--- src/rtl/seq_ser_pkg.sv ---
// Shared types and helpers for the parallel-to-serial front end.
package seq_ser_pkg;

  typedef logic [1:0] state_t;

  localparam state_t ST_IDLE  = 2'd0;
  localparam state_t ST_SHIFT = 2'd1;

  // Length 0 or anything above the register width means a full-width frame.
  function automatic int unsigned eff_len(input int unsigned len, input int unsigned width);
    return (len == 0 || len > width) ? width : len;
  endfunction

endpackage

--- src/rtl/seq_ser_if.sv ---
// Load port and serial stream of the serializer.
interface seq_ser_if #(
  parameter int WIDTH = 16,
  parameter int LENW  = $clog2(WIDTH + 1)
);
  logic             load_valid;
  logic [WIDTH-1:0] load_data;
  logic [LENW-1:0]  load_len;
  logic             load_ready;
  logic             stall;
  logic             ser_bit;
  logic             ser_valid;
  logic             busy;
  logic [LENW-1:0]  bits_left;
  logic             frame_done;

  modport slave (
    input  load_valid, load_data, load_len, stall,
    output load_ready, ser_bit, ser_valid, busy, bits_left, frame_done
  );

  modport master (
    output load_valid, load_data, load_len, stall,
    input  load_ready, ser_bit, ser_valid, busy, bits_left, frame_done
  );
endinterface

--- src/rtl/seq_ser_shreg.sv ---
// MSB-first shift register with its remaining-bit counter.
module seq_ser_shreg #(
  parameter int WIDTH = 16,
  parameter int LENW  = $clog2(WIDTH + 1)
) (
  input  logic             clk,
  input  logic             rst,
  input  logic             load,
  input  logic             shift_en,
  input  logic             clear,
  input  logic [WIDTH-1:0] load_sr,
  input  logic [LENW-1:0]  load_cnt,
  output logic             msb,
  output logic [LENW-1:0]  cnt
);
  logic [WIDTH-1:0] sr_q, sr_d;
  logic [LENW-1:0]  cnt_q, cnt_d;

  always_comb begin
    sr_d  = sr_q;
    cnt_d = cnt_q;
    if (clear) begin
      cnt_d = '0;
    end else if (load) begin
      sr_d  = load_sr;
      cnt_d = load_cnt;
    end else if (shift_en && cnt_q != '0) begin
      sr_d  = {sr_q[WIDTH-2:0], 1'b0};
      cnt_d = cnt_q - 1'b1;
    end
  end

  always_ff @(posedge clk or posedge rst) begin
    if (rst) begin
      sr_q  <= '0;
      cnt_q <= '0;
    end else begin
      sr_q  <= sr_d;
      cnt_q <= cnt_d;
    end
  end

  assign msb = sr_q[WIDTH-1];
  assign cnt = cnt_q;
endmodule

--- src/rtl/seq_serializer.sv ---
// Parallel-to-serial front end: loads a frame, streams it MSB-first with stall support.
module seq_serializer
  import seq_ser_pkg::*;
#(
  parameter int WIDTH = 16,
  parameter int LENW  = $clog2(WIDTH + 1)
) (
  input  logic      clk,
  input  logic      rst,
  seq_ser_if.slave  bus
);
  state_t           state_q, state_d;
  logic             frame_done_q, frame_done_d;
  logic             in_shift, last_bit, xfer, clear, shift_en, msb;
  logic [LENW-1:0]  cnt, load_cnt;
  logic [WIDTH-1:0] load_sr;
  int unsigned      eff;

  assign in_shift = (state_q == ST_SHIFT);
  assign last_bit = in_shift && cnt == LENW'(1) && !bus.stall;
  assign bus.load_ready = (state_q == ST_IDLE) || last_bit;
  assign xfer     = bus.load_valid && bus.load_ready;
  assign shift_en = in_shift && !bus.stall;

  // Left-justify the used field so the first bit sits in the MSB.
  assign eff      = eff_len(32'(bus.load_len), WIDTH);
  assign load_cnt = LENW'(eff);
  assign load_sr  = bus.load_data << (WIDTH - eff);

  always_comb begin
    state_d      = state_q;
    clear        = 1'b0;
    frame_done_d = last_bit;
    case (state_q)
      ST_IDLE:  if (xfer) state_d = ST_SHIFT;
      ST_SHIFT: if (last_bit && !xfer) state_d = ST_IDLE;
      default: begin
        state_d      = ST_IDLE;
        clear        = 1'b1;
        frame_done_d = 1'b0;
      end
    endcase
  end

  always_ff @(posedge clk or posedge rst) begin
    if (rst) begin
      state_q      <= ST_IDLE;
      frame_done_q <= 1'b0;
    end else begin
      state_q      <= state_d;
      frame_done_q <= frame_done_d;
    end
  end

  seq_ser_shreg #(.WIDTH(WIDTH), .LENW(LENW)) u_shreg (
    .clk      (clk),
    .rst      (rst),
    .load     (xfer),
    .shift_en (shift_en),
    .clear    (clear),
    .load_sr  (load_sr),
    .load_cnt (load_cnt),
    .msb      (msb),
    .cnt      (cnt)
  );

  assign bus.ser_bit    = msb;
  assign bus.ser_valid  = in_shift && !bus.stall;
  assign bus.busy       = in_shift;
  assign bus.bits_left  = in_shift ? cnt : '0;
  assign bus.frame_done = frame_done_q;
endmodule

--- src/flat_wrapper.sv ---
// flat-port wrapper written by rule: the top's interface ports become plain ports
module seq_serializer_flat import seq_ser_pkg::*;
#(
  parameter int WIDTH = 16,
  parameter int LENW  = $clog2(WIDTH + 1)
)
  (clk, rst, bus_load_valid, bus_load_data, bus_load_len, bus_stall, bus_load_ready, bus_ser_bit, bus_ser_valid, bus_busy, bus_bits_left, bus_frame_done);
  seq_ser_if #(.WIDTH(WIDTH), .LENW(LENW)) bus_i ();
  input  logic clk;
  input  logic rst;
  input wire logic [$bits(bus_i.load_valid)-1:0] bus_load_valid;
  input wire logic [$bits(bus_i.load_data)-1:0] bus_load_data;
  input wire logic [$bits(bus_i.load_len)-1:0] bus_load_len;
  input wire logic [$bits(bus_i.stall)-1:0] bus_stall;
  output wire logic [$bits(bus_i.load_ready)-1:0] bus_load_ready;
  output wire logic [$bits(bus_i.ser_bit)-1:0] bus_ser_bit;
  output wire logic [$bits(bus_i.ser_valid)-1:0] bus_ser_valid;
  output wire logic [$bits(bus_i.busy)-1:0] bus_busy;
  output wire logic [$bits(bus_i.bits_left)-1:0] bus_bits_left;
  output wire logic [$bits(bus_i.frame_done)-1:0] bus_frame_done;
  assign bus_i.load_valid = bus_load_valid;
  assign bus_i.load_data = bus_load_data;
  assign bus_i.load_len = bus_load_len;
  assign bus_i.stall = bus_stall;
  assign bus_load_ready = bus_i.load_ready;
  assign bus_ser_bit = bus_i.ser_bit;
  assign bus_ser_valid = bus_i.ser_valid;
  assign bus_busy = bus_i.busy;
  assign bus_bits_left = bus_i.bits_left;
  assign bus_frame_done = bus_i.frame_done;
  seq_serializer #(.WIDTH(WIDTH), .LENW(LENW)) u_core (.clk(clk), .rst(rst), .bus(bus_i));
endmodule
--- config.mk ---
export PLATFORM = sky130hd
export DESIGN_NAME = seq_serializer_flat
export DESIGN_NICKNAME = d
export VERILOG_FILES = /design/src/rtl/seq_ser_pkg.sv /design/src/rtl/seq_ser_if.sv /design/src/rtl/seq_ser_shreg.sv /design/src/rtl/seq_serializer.sv /design/src/flat_wrapper.sv
export SDC_FILE = /design/constraint.sdc
export NUM_CORES = 1
export LEC_CHECK = 0
export BUFFER_PORTS_ARGS = -buffer_cell sky130_fd_sc_hd__buf_2
export CAP_MARGIN = 40
export CORE_MARGIN = 5
export CORE_UTILIZATION = 53
export CTS_BUF_LIST = sky130_fd_sc_hd__clkbuf_4
export CTS_CLUSTER_DIAMETER = 40
export DETAILED_ROUTE_END_ITERATION = 8
export PLACE_DENSITY = 0.79
export SLEW_MARGIN = 5
export SYNTH_ARGS = -nofsm -noshare
export SYNTH_HDL_FRONTEND = slang
export SYNTH_SLANG_ARGS = --single-unit
--- constraint.sdc ---
create_clock -name clk -period 2.34 [get_ports clk]
set_input_delay 0.468 -clock clk [delete_from_list [all_inputs] [get_ports clk]]
set_output_delay 0.468 -clock clk [all_outputs]
set_load 0.005 [all_outputs]
==> results_dict.tcl <==
set metrics [dict create \
    grtUsageMet3 0.0238 \
    ir_worst_vdd_mv 0.368 \
    clock-sinks 23 \
    p_per_area_nw_per_um2 745 \
    hold_path.class "in2async" \
    yosys_warnings 0 \
    port_buffers 34 \
    crit_required_ps 2580 \
    wirelength_mm 6.57 \
    vias 2253 \
    fillers 233 \
    status "finished with violations" \
    synthFlopType "dfrtp_1" \
    start_kind "primary input" \
    p_leak_nw 1.32 \
    drv_cap 0 \
    die_w_um 71.5 \
    r2r_cells 10 \
    rrSetupSlack_ps -190 \
    yosysSeqAreaShare 0.287 \
    grt_pass1_vias 2135 \
    synthToLayoutAreaGrowth_pct 48.3 \
    clk_pin_slew_ps 120 \
    drtIter0Drc 246 \
    timing.final.max_slew_violations 0 \
    rsz0062_at_grt "true" \
    cts_buffer_depth 2 \
    criticalPathCategory "in2reg" \
    r2r_start "u_core.u_shreg.cnt[1]$_DFFE_PP0P_" \
    grt.total_usage 0.242 \
    met2_usage 0.417 \
    place_congestion 0.933 \
    syn_nets 273 \
    rr_endpoint "u_core.u_shreg.sr_q[7]$_DFFE_PP0P_" \
    syn_avg_cell_area_um2 8.26 \
    clock-skew-final_ps 6.13 \
    cp.arrival_ps 3120 \
    worst_pin_slew_ps 609 \
    syn_area_um2 2010 \
    synth_edf_count 0 \
    grtUsageMet1 0.322 \
    drive_gt1_frac 0.459 \
    grt_pass1_wl_mm 9.99 \
    core_area_um2 3660 \
    switching_share 0.414 \
    overflow 0 \
    ys_ff_latch 23 \
    cts_root_buf "clkbuf_4" \
    cts_tree "yes" \
    detail_route.vias_per_cell 6.01 \
    cts_hold_buf 0 \
    grt_max_degree 24 \
    layout_common_cells "52 x buf_4, 31 x buf_2, 24 x nor2_1, 23 x dfrtp_1, 21 x mux2i_1" \
    fmax_ghz 0.348 \
    maxSlewHeadroom 0.591 \
    p_sw_uw 916 \
    wire_per_inst_um 17.5 \
    fin_hold_ws_ps 179 \
    syn-instance-count 243 \
    cts_buffers 3 \
    drc 0 \
    finalNetCount 358 \
    p_int_mw 1.30 \
    power_frac_seq 0.315 \
    power.share.clock 0.089 \
    grt_busiest_layer "met2" \
    ios 35 \
    die_h_um 71.5 \
    yosysUniqueCellTypes 44 \
    synthArstFlopShare 1.00 \
    worstPathMaxFanout 2 \
    finalCritPeriodShare 1.23 \
    hold_viol 0 \
    num_rows 22 \
    initial_core_util 0.548 \
    violations "setup timing" \
    tns_ps -6080 \
    drtAntennaViolNets 0 \
    dieArea_um2 5120 \
    antenna_found_initial 0 \
    timing.final.ws_setup_ps -537 \
    drt-pass1-iter-count 5 \
    h-tree-depth 1 \
    num_antenna_cells 0 \
    final_common_cell "buf_4" \
    dp_hpwl_mm 4.69 \
    period_minus_slack_ps 2880 \
    clock_latency_ps 320 \
    setup_viol 16 \
    pwr-share-comb 0.597 \
    end_kind "register" \
]
==> area by class of cell <==
| type | count | area [um^2] | area share |
|---|---|---|---|
| Clock buffer | 4 | 30.0 | 0.0101 |
| Inverter | 12 | 45.0 | 0.0151 |
| Multi-Input combinational cell | 195 | 1560 | 0.525 |
| Sequential cell | 23 | 576 | 0.193 |
| Tap cell | 48 | 60.1 | 0.0202 |
| Timing Repair Buffer | 93 | 703 | 0.236 |
==> worst max-delay path, cell delays in order <==
cell and delay, ps:
buf_8 100, nor2_4 100, nand2_2 80, ha_4 260, nand2b_4 120, ha_4 130, inv_2 40, or3_4 350
ha_4 170, nand2b_4 130, o32a_1 340, or2_4 240, or4_1 400, a31oi_1 180
==> worst max-delay path by stage <==
| stage | startpoint | to | slack [ps] | depth (start not counted) |
|---|---|---|---|---|
| floorplan | bus_load_len[2] | u_core.u_shreg.sr_q[10]$_DFFE_PP0P_ | -750 | 13 |
| global placement | bus_load_len[2] | u_core.u_shreg.sr_q[10]$_DFFE_PP0P_ | -860 | 14 |
| detailed placement | bus_load_len[2] | u_core.u_shreg.sr_q[10]$_DFFE_PP0P_ | -1010 | 14 |
| CTS | bus_load_len[2] | u_core.u_shreg.sr_q[10]$_DFFE_PP0P_ | -500 | 14 |
| global route | bus_load_len[0] | u_core.u_shreg.sr_q[10]$_DFFE_PP0P_ | -600 | 14 |
| finish | bus_load_len[0] | u_core.u_shreg.sr_q[10]$_DFFE_PP0P_ | -540 | 14 |
==> metrics by stage <==
step | area, um^2 | utilization | power, mW | cells | setup WS, ps
after CTS | 2850 | 0.777 | 2.09 | 373 | -505
after global placement | 2660 | 0.728 | 1.79 | 363 | -857
after detailed placement | 2660 | 0.728 | 1.83 | 363 | -1010
after global routing | 2980 | 0.813 | 2.35 | 375 | -600
after floorplan | 2070 | - | 1.37 | 243 | -754
final | 2980 | 0.813 | 2.22 | 375 | -537
==> registers in the layout (all words and copies together) (netlist names) <==
signal	flops
u_core.u_shreg.sr_q	16
u_core.u_shreg.cnt	5
u_core.bus.frame_done	1
u_core.state_q	1
==> per-layer routing <==
layer,wire length [um],vias up
li1,-,1056
met1,2650,1047
met2,3270,127
met3,480,23
met4,171,0
met5,0,-
==> timing repair <==
item,4_1_cts,5_1_grt
hold endpoints to repair,0,0
pin swaps,10,10
gates resized for setup,25,21
buffers inserted,6,2
endpoints found under the setup margin,16,17
==> kinds of logic after synthesis <==
kind of cell / after synthesis / synth area share
XOR/XNOR: 5 / 0.0256
AND/OR/NAND/NOR: 86 / 0.206
AO/OA/AOI/OAI: 68 / 0.209
flip-flops: 23 / 0.287
multiplexers: 31 / 0.194
buffers and inverters: 25 / 0.0480
adder cells (fa/ha/maj): 5 / 0.0312
==> synthesized netlist by cell type, types with 3 or more instances <==
| cell | n | share of area |
|---|---|---|
| nor2_1 | 28 | 0.052 |
| dfrtp_1 | 23 | 0.29 |
| mux2i_1 | 22 | 0.11 |
| nand2_1 | 22 | 0.041 |
| o21ai_0 | 22 | 0.055 |
| a21oi_1 | 12 | 0.030 |
| inv_1 | 12 | 0.022 |
| clkbuf_1 | 11 | 0.021 |
| nand3_1 | 10 | 0.025 |
| o22ai_1 | 8 | 0.025 |
| mux4_2 | 6 | 0.067 |
| nand2b_1 | 6 | 0.019 |
| ha_1 | 5 | 0.031 |
| nor3_1 | 5 | 0.012 |
| o21ai_1 | 4 | 0.010 |
| xnor2_1 | 4 | 0.017 |
| a31oi_1 | 3 | 0.0094 |
| and2_1 | 3 | 0.0094 |
| mux2_2 | 3 | 0.017 |
| o211ai_1 | 3 | 0.011 |
| o31ai_1 | 3 | 0.011 |
| o32ai_1 | 3 | 0.013 |
==> power by group through the flow <==
stage	logic (mW)	registers, mW	clock network [mW]
after floorplan	0.692	0.676	0
after global placement	1.10	0.689	0
after detailed placement	1.13	0.697	0
after CTS	1.21	0.690	0.195
after global routing	1.43	0.715	0.207
final	1.32	0.697	0.197
No activity file was read; power rests on OpenSTA's default activity.
